`config.mk`:
```
export PLATFORM = sky130hd
export DESIGN_NAME = multicycle_control_unit
export DESIGN_NICKNAME = d
export VERILOG_FILES = /design/src/rtl/cu_pkg.sv /design/src/rtl/alu_decoder.sv /design/src/rtl/multicycle_control_unit.sv
export SDC_FILE = /design/constraint.sdc
export NUM_CORES = 1
export LEC_CHECK = 0
export ABC_AREA = 0
export CAP_MARGIN = 30
export CORE_MARGIN = 2
export CORE_UTILIZATION = 36
export DETAILED_ROUTE_END_ITERATION = 6
export PLACE_DENSITY = 0.8
export RECOVER_POWER = 100
export SETUP_SLACK_MARGIN = 0.4
export SLEW_MARGIN = 10
export SYNTH_ARGS = -nofsm -noshare
export SYNTH_HDL_FRONTEND = slang
export SYNTH_HIERARCHICAL = 1
export SYNTH_SLANG_ARGS = --single-unit
```
`constraint.sdc`:
```
create_clock -name clk -period 3.3 [get_ports clk]
set_input_delay 0.825 -clock clk [delete_from_list [all_inputs] [get_ports clk]]
set_output_delay 0.825 -clock clk [all_outputs]
set_load 0.05 [all_outputs]
```
`src/rtl/cu_pkg.sv`:
```
// Shared definitions for the multicycle RV32I control unit: FSM states,
// opcodes, ALU operation encodings and datapath mux selects.
package cu_pkg;

  typedef enum logic [3:0] {
    S_FETCH,
    S_DECODE,
    S_MEMADR,
    S_MEMREAD,
    S_MEMWB,
    S_MEMWRITE,
    S_EXECR,
    S_EXECI,
    S_ALUWB,
    S_BRANCH,
    S_JAL,
    S_TRAP
  } state_t;

  localparam logic [6:0] OP_LOAD   = 7'b0000011;
  localparam logic [6:0] OP_STORE  = 7'b0100011;
  localparam logic [6:0] OP_RTYPE  = 7'b0110011;
  localparam logic [6:0] OP_ITYPE  = 7'b0010011;
  localparam logic [6:0] OP_BRANCH = 7'b1100011;
  localparam logic [6:0] OP_JAL    = 7'b1101111;

  localparam logic [2:0] ALU_ADD = 3'b010;
  localparam logic [2:0] ALU_SUB = 3'b110;
  localparam logic [2:0] ALU_AND = 3'b000;
  localparam logic [2:0] ALU_OR  = 3'b001;
  localparam logic [2:0] ALU_SLT = 3'b101;

  localparam logic [1:0] RES_ALUOUT    = 2'b00;
  localparam logic [1:0] RES_DATA      = 2'b01;
  localparam logic [1:0] RES_ALURESULT = 2'b10;

  localparam logic [1:0] SRCA_PC    = 2'b00;
  localparam logic [1:0] SRCA_OLDPC = 2'b01;
  localparam logic [1:0] SRCA_RS1   = 2'b10;

  localparam logic [1:0] SRCB_RS2  = 2'b00;
  localparam logic [1:0] SRCB_IMM  = 2'b01;
  localparam logic [1:0] SRCB_FOUR = 2'b10;

  localparam logic [1:0] IMM_I = 2'b00;
  localparam logic [1:0] IMM_S = 2'b01;
  localparam logic [1:0] IMM_B = 2'b10;
  localparam logic [1:0] IMM_J = 2'b11;

endpackage

```
`src/rtl/alu_decoder.sv`:
```
// Combinational ALU operation decode plus a valid flag for undecodable
// instructions. CU_BRANCH_EXT_EN widens the legal branch funct3 set.
module alu_decoder
  import cu_pkg::*;
(
  input  logic [6:0] i_op,
  input  logic [2:0] i_funct3,
  input  logic [6:0] i_funct7,
  output logic [2:0] o_alu_control,
  output logic       o_valid
);

  always_comb begin
    o_alu_control = ALU_ADD;
    o_valid       = 1'b0;
    case (i_op)
      OP_LOAD, OP_STORE, OP_JAL: o_valid = 1'b1;
      OP_RTYPE: begin
        case ({i_funct7, i_funct3})
          10'b0000000_000: begin o_alu_control = ALU_ADD; o_valid = 1'b1; end
          10'b0100000_000: begin o_alu_control = ALU_SUB; o_valid = 1'b1; end
          10'b0000000_111: begin o_alu_control = ALU_AND; o_valid = 1'b1; end
          10'b0000000_110: begin o_alu_control = ALU_OR;  o_valid = 1'b1; end
          10'b0000000_010: begin o_alu_control = ALU_SLT; o_valid = 1'b1; end
          default: ;
        endcase
      end
      OP_ITYPE: begin
        case (i_funct3)
          3'b000: begin o_alu_control = ALU_ADD; o_valid = 1'b1; end
          3'b111: begin o_alu_control = ALU_AND; o_valid = 1'b1; end
          3'b110: begin o_alu_control = ALU_OR;  o_valid = 1'b1; end
          3'b010: begin o_alu_control = ALU_SLT; o_valid = 1'b1; end
          default: ;
        endcase
      end
      OP_BRANCH: begin
        o_alu_control = ALU_SUB;
`ifdef CU_BRANCH_EXT_EN
        o_valid = (i_funct3 == 3'b000) || (i_funct3 == 3'b001) ||
                  (i_funct3 == 3'b100) || (i_funct3 == 3'b101);
`else
        o_valid = (i_funct3 == 3'b000);
`endif
      end
      default: ;
    endcase
  end

endmodule

```
`src/rtl/multicycle_control_unit.sv`:
```
// Multicycle RV32I control FSM for a shared-memory, shared-ALU datapath.
// Optional CU_BRANCH_EXT_EN adds bne/blt/bge on top of beq.
module multicycle_control_unit
  import cu_pkg::*;
#(
  parameter int unsigned ALUC_W      = 3,
  parameter bit          TRAP_STICKY = 1'b1
) (
  input  logic              clk,
  input  logic              reset,
  input  logic [6:0]        op,
  input  logic [2:0]        funct3,
  input  logic [6:0]        funct7,
  input  logic              zero,
  input  logic              lt,
  input  logic              mem_ready,
  output logic              PCWrite,
  output logic              AdrSrc,
  output logic              IRWrite,
  output logic              MemWrite,
  output logic [1:0]        ResultSrc,
  output logic [1:0]        ALUSrcA,
  output logic [1:0]        ALUSrcB,
  output logic [ALUC_W-1:0] ALUControl,
  output logic [1:0]        ImmSrc,
  output logic              RegWrite,
  output logic              illegal
);

  state_t     r_state, w_next;
  logic [2:0] w_dec_alu, w_alu;
  logic       w_dec_valid, w_take;

  alu_decoder u_alu_decoder (
    .i_op          (op),
    .i_funct3      (funct3),
    .i_funct7      (funct7),
    .o_alu_control (w_dec_alu),
    .o_valid       (w_dec_valid)
  );

`ifdef CU_BRANCH_EXT_EN
  always_comb begin
    case (funct3)
      3'b001:  w_take = ~zero;
      3'b100:  w_take = lt;
      3'b101:  w_take = ~lt;
      default: w_take = zero;
    endcase
  end
`else
  logic w_unused_lt;
  assign w_unused_lt = lt;
  assign w_take      = zero;
`endif

  always_ff @(posedge clk) begin
    if (reset) r_state <= S_FETCH;
    else       r_state <= w_next;
  end

  always_comb begin
    w_next    = r_state;
    PCWrite   = 1'b0;
    AdrSrc    = 1'b0;
    IRWrite   = 1'b0;
    MemWrite  = 1'b0;
    ResultSrc = RES_ALUOUT;
    ALUSrcA   = SRCA_PC;
    ALUSrcB   = SRCB_RS2;
    w_alu     = ALU_ADD;
    RegWrite  = 1'b0;
    illegal   = 1'b0;
    unique case (r_state)
      S_FETCH: begin
        ALUSrcB   = SRCB_FOUR;
        ResultSrc = RES_ALURESULT;
        IRWrite   = mem_ready;
        PCWrite   = mem_ready;
        if (mem_ready) w_next = S_DECODE;
      end
      S_DECODE: begin
        ALUSrcA = SRCA_OLDPC;
        ALUSrcB = SRCB_IMM;
        if (!w_dec_valid) w_next = S_TRAP;
        else begin
          case (op)
            OP_LOAD, OP_STORE: w_next = S_MEMADR;
            OP_RTYPE:          w_next = S_EXECR;
            OP_ITYPE:          w_next = S_EXECI;
            OP_BRANCH:         w_next = S_BRANCH;
            OP_JAL:            w_next = S_JAL;
            default:           w_next = S_TRAP;
          endcase
        end
      end
      S_MEMADR: begin
        ALUSrcA = SRCA_RS1;
        ALUSrcB = SRCB_IMM;
        w_next  = (op == OP_LOAD) ? S_MEMREAD : S_MEMWRITE;
      end
      S_MEMREAD: begin
        AdrSrc = 1'b1;
        if (mem_ready) w_next = S_MEMWB;
      end
      S_MEMWB: begin
        ResultSrc = RES_DATA;
        RegWrite  = 1'b1;
        w_next    = S_FETCH;
      end
      S_MEMWRITE: begin
        AdrSrc   = 1'b1;
        MemWrite = 1'b1;
        if (mem_ready) w_next = S_FETCH;
      end
      S_EXECR, S_EXECI: begin
        ALUSrcA = SRCA_RS1;
        ALUSrcB = (r_state == S_EXECI) ? SRCB_IMM : SRCB_RS2;
        w_alu   = w_dec_alu;
        w_next  = S_ALUWB;
      end
      S_ALUWB: begin
        RegWrite = 1'b1;
        w_next   = S_FETCH;
      end
      S_BRANCH: begin
        ALUSrcA = SRCA_RS1;
        w_alu   = ALU_SUB;
        PCWrite = w_take;
        w_next  = S_FETCH;
      end
      S_JAL: begin
        ALUSrcA = SRCA_OLDPC;
        ALUSrcB = SRCB_FOUR;
        PCWrite = 1'b1;
        w_next  = S_ALUWB;
      end
      S_TRAP: begin
        illegal = 1'b1;
        w_next  = TRAP_STICKY ? S_TRAP : S_FETCH;
      end
      default: w_next = S_FETCH;
    endcase
    // Reset suppresses strobes only; mux selects still follow the current state.
    if (reset) begin
      PCWrite  = 1'b0;
      IRWrite  = 1'b0;
      MemWrite = 1'b0;
      RegWrite = 1'b0;
      illegal  = 1'b0;
    end
  end

  always_comb begin
    case (op)
      OP_STORE:  ImmSrc = IMM_S;
      OP_BRANCH: ImmSrc = IMM_B;
      OP_JAL:    ImmSrc = IMM_J;
      default:   ImmSrc = IMM_I;
    endcase
  end

  assign ALUControl = ALUC_W'(w_alu);

endmodule

```
# Yosys cells after proc, flatten, opt, wreduce, memory -nomap -nowiden
# Cells that the tools add are included.
# op_classes
n_eq_ne	27
muxes	30
reduce_logical	16
# op_table
op	count
one-hot mux 4 bit (7 select lines)	1
equality test 10 x 3 -> 1 bit, second input constant	2
one-hot mux 4 bit (5 select lines)	1
one-hot mux 3 bit (3 select lines)	2
equality test 4 x 3 -> 1 bit, second input constant	4
equality test 4 bit, second input constant	4
2-to-1 mux 4 bit	4
equality test 7 x 6 -> 1 bit, second input constant	2
equality test 7 bit, second input constant	2
OR reduction 2 bit	7
2-to-1 mux 1 bit	13
one-hot mux 2 bit (3 select lines)	2
one-hot mux 3 bit (4 select lines)	1
equality test 10 x 2 -> 1 bit, second input constant	1
equality test 10 x 9 -> 1 bit, second input constant	1
zero test 10 bit	1
equality test 4 x 2 -> 1 bit, second input constant	2
one-hot mux 2 bit (2 select lines)	2
OR reduction 4 bit	2
equality test 7 x 2 -> 1 bit, second input constant	1
equality test 7 x 5 -> 1 bit, second input constant	1
equality test 3 bit, second input constant	2
inequality test 2 bit, second input constant	3
one-hot mux 3 bit (2 select lines)	1
other kinds (10)	11
# totals
ff_bits	4
out_inout_bits	17
word_cells	74

# Longest topological paths before layout
# Gate-level depths: netlist (run 1).
# logic_depth
depth_word	6
depth_mapped	8
depth_no_buf	8

# Cells and area by module
# Netlist (run 1), hierarchy kept.
# modules_own_cells
module	n_inst	cells_each	area_each_um2	seq_area_each_um2
multicycle_control_unit	1	89	566.8	80.1
alu_decoder	1	25	193.9	0.0

# Worst setup path after synthesis (run 1)
# Ideal clock, no wire load.
# synth_timing
path_type	reg-to-output
startpoint	reg r_state[2]
endpoint	out IRWrite
arrival_time_ns	2.769
required_ns	2.475
setup_slack_ns	-0.294
path_stages_with_launch	4
n_path_buf	1
path_cell_list	dfxtp_1 -> buf_1 -> nor4_1 -> and3_1
# synth_between
elab_chain_cells	3
# synth_rtl
item	line	rtl
from (decl)	multicycle_control_unit.sv:30	state_t r_state, w_next;
from (signal assigned)	multicycle_control_unit.sv:59	else r_state <= w_next;
zero test 4 bit	multicycle_control_unit.sv:74	unique case (r_state)
2-to-1 mux 1 bit	multicycle_control_unit.sv:74	
2-to-1 mux 1 bit	multicycle_control_unit.sv:145	if (reset) begin
to (decl)	multicycle_control_unit.sv:19	output logic IRWrite,
# Every way passes these cells.

# Final worst setup path (run 1)
# layout_timing
startpoint	in funct7[4]
endpoint	out ALUControl[2]
# layout_between
elab_chain_cells	4
# layout_rtl
item	line	rtl
from (decl)	multicycle_control_unit.sv:13	input logic [6:0] funct7,
equality test 10 x 2 -> 1 bit (tied with other cells)	alu_decoder.sv:19	case ({i_funct7, i_funct3})
one-hot mux 3 bit (4 select lines) *	alu_decoder.sv:19	
one-hot mux 3 bit (3 select lines) *	alu_decoder.sv:16	case (i_op)
named net w_dec_alu[2]	multicycle_control_unit.sv:31	logic [2:0] w_dec_alu, w_alu;
one-hot mux 3 bit (2 select lines) *	multicycle_control_unit.sv:74	
to (decl)	multicycle_control_unit.sv:24	output logic [ALUC_W-1:0] ALUControl,
# Mark *: on every way through the listed nets, which the timed path passes. The rest lies on a longest branch.

==> flow_metrics.env, run 1 <==
export IMPL_syn_num_nets=136
export IMPL_syn_inst=114
export IMPL_start_kind="input port"
export IMPL_grt_pass1_wl_um=4271
export IMPL_reg2reg_depth=3
export IMPL_first_pass_iters=4
export IMPL_hold_path_depth=1
export IMPL_tightest_slew_ns=0.5757
export IMPL_yosys_warnings=6
export IMPL_grt_max_degree=16
export IMPL_final_cell_mix="nand2_1, buf_4, nor2_1, buf_6, dlygate4sd2_1"
export IMPL_total_power_w=0.0007867
export IMPL_core_area_um2=1982
export IMPL_syn_area_um2=760.7
export IMPL_cp_data_required_time_ns=2.47
export IMPL_ys_ff_latch=4
export IMPL_ir_drop_mv=0.4277
export IMPL_postSynthAreaPerCell_um2=6.673
export IMPL_maxCapViolCount=0
export IMPL_fp_dieH_um=49.97
export IMPL_period_share_pct=107.1
export IMPL_rr_startpoint="r_state[1]"
export IMPL_grt_usage_pct=21.12
export IMPL_slew_limit_headroom_pct=61.13
export IMPL_routed_wl_um=2812
export IMPL_violations="setup timing"
export IMPL_largest_register="r_state"
export IMPL_hold_path_class="reg -> reg"
export IMPL_cts_tree="done"
export IMPL_synth_edf_count=0
export IMPL_arrival_ns=2.71
export IMPL_die_area_um2=2497
export IMPL_clock_latency_ns=0.24
export IMPL_reg2reg_slack_ns=1.52
export IMPL_ctsHoldBuffers=0
export IMPL_rows=16
export IMPL_start_util_pct=38.38
export IMPL_vias_per_cell=5.767
export IMPL_routabilityCongestion=0.8630
export IMPL_stdcell_area_um2=1474
export IMPL_antenna_found_initial=0
export IMPL_p_leak_nw=0.6148
export IMPL_hold_viol_final=0
export IMPL_clk_pin_slew_ns=0.04
export IMPL_fmax_mhz=283.0
export IMPL_die_width_um=49.97
export IMPL_top_regs="r_state (4)"
export IMPL_final_common_cell="nand2_1"
export IMPL_cts_max_level=1
export IMPL_critPathKind="in -> out"
export IMPL_seq_area_frac_synth_pct=10.53
export IMPL_ys_types=47
export IMPL_finalNetCount=190
export IMPL_cts_buffer_depth=2
export IMPL_clockRootBuffer="clkbuf_4"
export IMPL_whs_ns=0.6519
export IMPL_synthFlopType="dfxtp_1"
export IMPL_min_period_ns=3.534
export IMPL_route_detailed_drc=0
export IMPL_finalSetupViolations=1
export IMPL_largest_reg_flops=4
export IMPL_status="finished, violations left"
export IMPL_fin_ws_ns=-0.2338
export IMPL_rsz0062_at_grt="yes"
export IMPL_postPlaceCellArea_um2=1353
export IMPL_drt_iter0_drc=37
export IMPL_drive_gt1_share_pct=33.73
export IMPL_num_io_pins=39
export IMPL_hold_path_startpoint="r_state[2]"
export IMPL_crit_path_start="funct7[4]"
export IMPL_gr_total_overflow=0
export IMPL_ant_nets=0
export IMPL_critPathMaxFanout=2
export IMPL_finalSetupTns_ns=-0.2338
export IMPL_slew_viol_final=0
export IMPL_hpwl_um=1893
export IMPL_powerDensity_nw_per_um2=533.8
export IMPL_synthArstFlopShare_pct=0
export IMPL_area_growth_pct=93.75
export IMPL_end_kind="output port"
export IMPL_num_vias=1113
export IMPL_numCtsBuffers=3
export IMPL_wl_per_cell_um=14.57
export IMPL_cts_sinks=4
export IMPL_antennaDiodeCount=0
export IMPL_clock_skew_ns=0.0005269
export IMPL_portBuffers=37
export IMPL_first_global_vias=1034
==> metrics by stage <==
step	std cells	util, %	setup WS [ns]
after CTS	189	73.74	-0.2286
after floorplan	114	-	-0.09764
after detailed placement	184	68.24	-0.5426
after global routing	193	74.37	-0.2661
final	193	74.37	-0.2338
after global placement	184	68.24	-0.5126
==> critical path, cell delays in order <==
cell and delay (ns):
buf_6 0.09, or4_4 0.52, or4b_4 0.51, nor4b_4 0.28, a221o_2 0.18, a32o_2 0.15, buf_12 0.14
==> worst paths after layout <==
check	to
worst max register to register	r_state[2]
worst max-delay path	ALUControl[2]
worst min-delay path	r_state[2]
worst min register to register	r_state[2]
==> synth_stat cells, types with 2 or more instances <==
| cell | instances | area, um^2 |
|---|---|---|
| or3_1 | 4 | 25.02 |
| or2_2 | 2 | 12.51 |
| nand2b_1 | 5 | 31.28 |
| nor4_1 | 5 | 31.28 |
| o32ai_1 | 2 | 17.52 |
| o21a_1 | 2 | 15.01 |
| o21ai_0 | 3 | 15.01 |
| nand2_1 | 12 | 45.04 |
| nand4_1 | 2 | 12.51 |
| and3_1 | 3 | 18.77 |
| inv_1 | 6 | 22.52 |
| a21oi_1 | 6 | 30.03 |
| o22ai_1 | 2 | 12.51 |
| nor3_1 | 6 | 30.03 |
| nor2_1 | 11 | 41.29 |
| buf_2 | 2 | 10.01 |
| dfxtp_1 | 4 | 80.08 |
| clkbuf_1 | 4 | 15.01 |
| xnor2_1 | 2 | 17.52 |
| xor2_1 | 2 | 17.52 |
| nand3_1 | 3 | 15.01 |
==> timing repair <==
action	4_1_cts	5_1_grt
endpoints found under the setup margin	14	11
setup buffers	2	4
pin swaps	12	14
gates cloned	0	0
gates resized for setup	41	12
==> metal layers <==
layer | vias to the layer above | GRT usage (%) | wire, um
li1 | 539 | - | -
met1 | 514 | 23.18 | 1127
met2 | 57 | 40.22 | 1472
met3 | 3 | 5.152 | 183
met4 | 0 | 4.630 | 29
met5 | - | 0 | 0
==> power by group <==
group	switching, W	internal (W)
Sequential	0.0000550	0.0000658
Combinational	0.000393	0.000211
Clock	0.0000220	0.0000408
Total	0.000469	0.000317
==> cell families (layout without fill, tap and decap cells) <==
group                  count (synthesis)  in the layout  share of synthesized area (%)
AND/OR/NAND/NOR                       65             65                          50.66
AO/OA/AOI/OAI                         28             28                          27.47
buffers and inverters                 13             65                          6.742
XOR/XNOR                               4              4                          4.606
flip-flops                             4              4                          10.53
==> final cells by class <==
type,instances,area [um^2]
Inverter,6,22.52
Tap cell,27,33.78
Timing Repair Buffer,56,589.3
Sequential cell,4,81.33
Clock buffer,3,22.52
Fill cell,139,508.0
Multi-Input combinational cell,97,724.4
(Power assumes the default switching activity.)
==> run 2, diff against run 1 <==
--- a/config.mk
+++ b/config.mk
@@ -9,6 +9,7 @@
 export CAP_MARGIN = 30
 export CORE_MARGIN = 2
 export CORE_UTILIZATION = 36
+export CTS_CLUSTER_DIAMETER = 30
 export DETAILED_ROUTE_END_ITERATION = 6
 export PLACE_DENSITY = 0.8
 export RECOVER_POWER = 100
==> results of run 2 <==
Final layout, timing and power as in run 1 (identical DEF).
==> run 3, diff against run 2 <==
--- a/config.mk
+++ b/config.mk
@@ -11,6 +11,7 @@
 export CORE_UTILIZATION = 36
 export CTS_CLUSTER_DIAMETER = 30
 export DETAILED_ROUTE_END_ITERATION = 6
+export HOLD_SLACK_MARGIN = 0.03
 export PLACE_DENSITY = 0.8
 export RECOVER_POWER = 100
 export SETUP_SLACK_MARGIN = 0.4
==> results of run 3 <==
Final layout, timing and power as in run 1 (identical DEF).
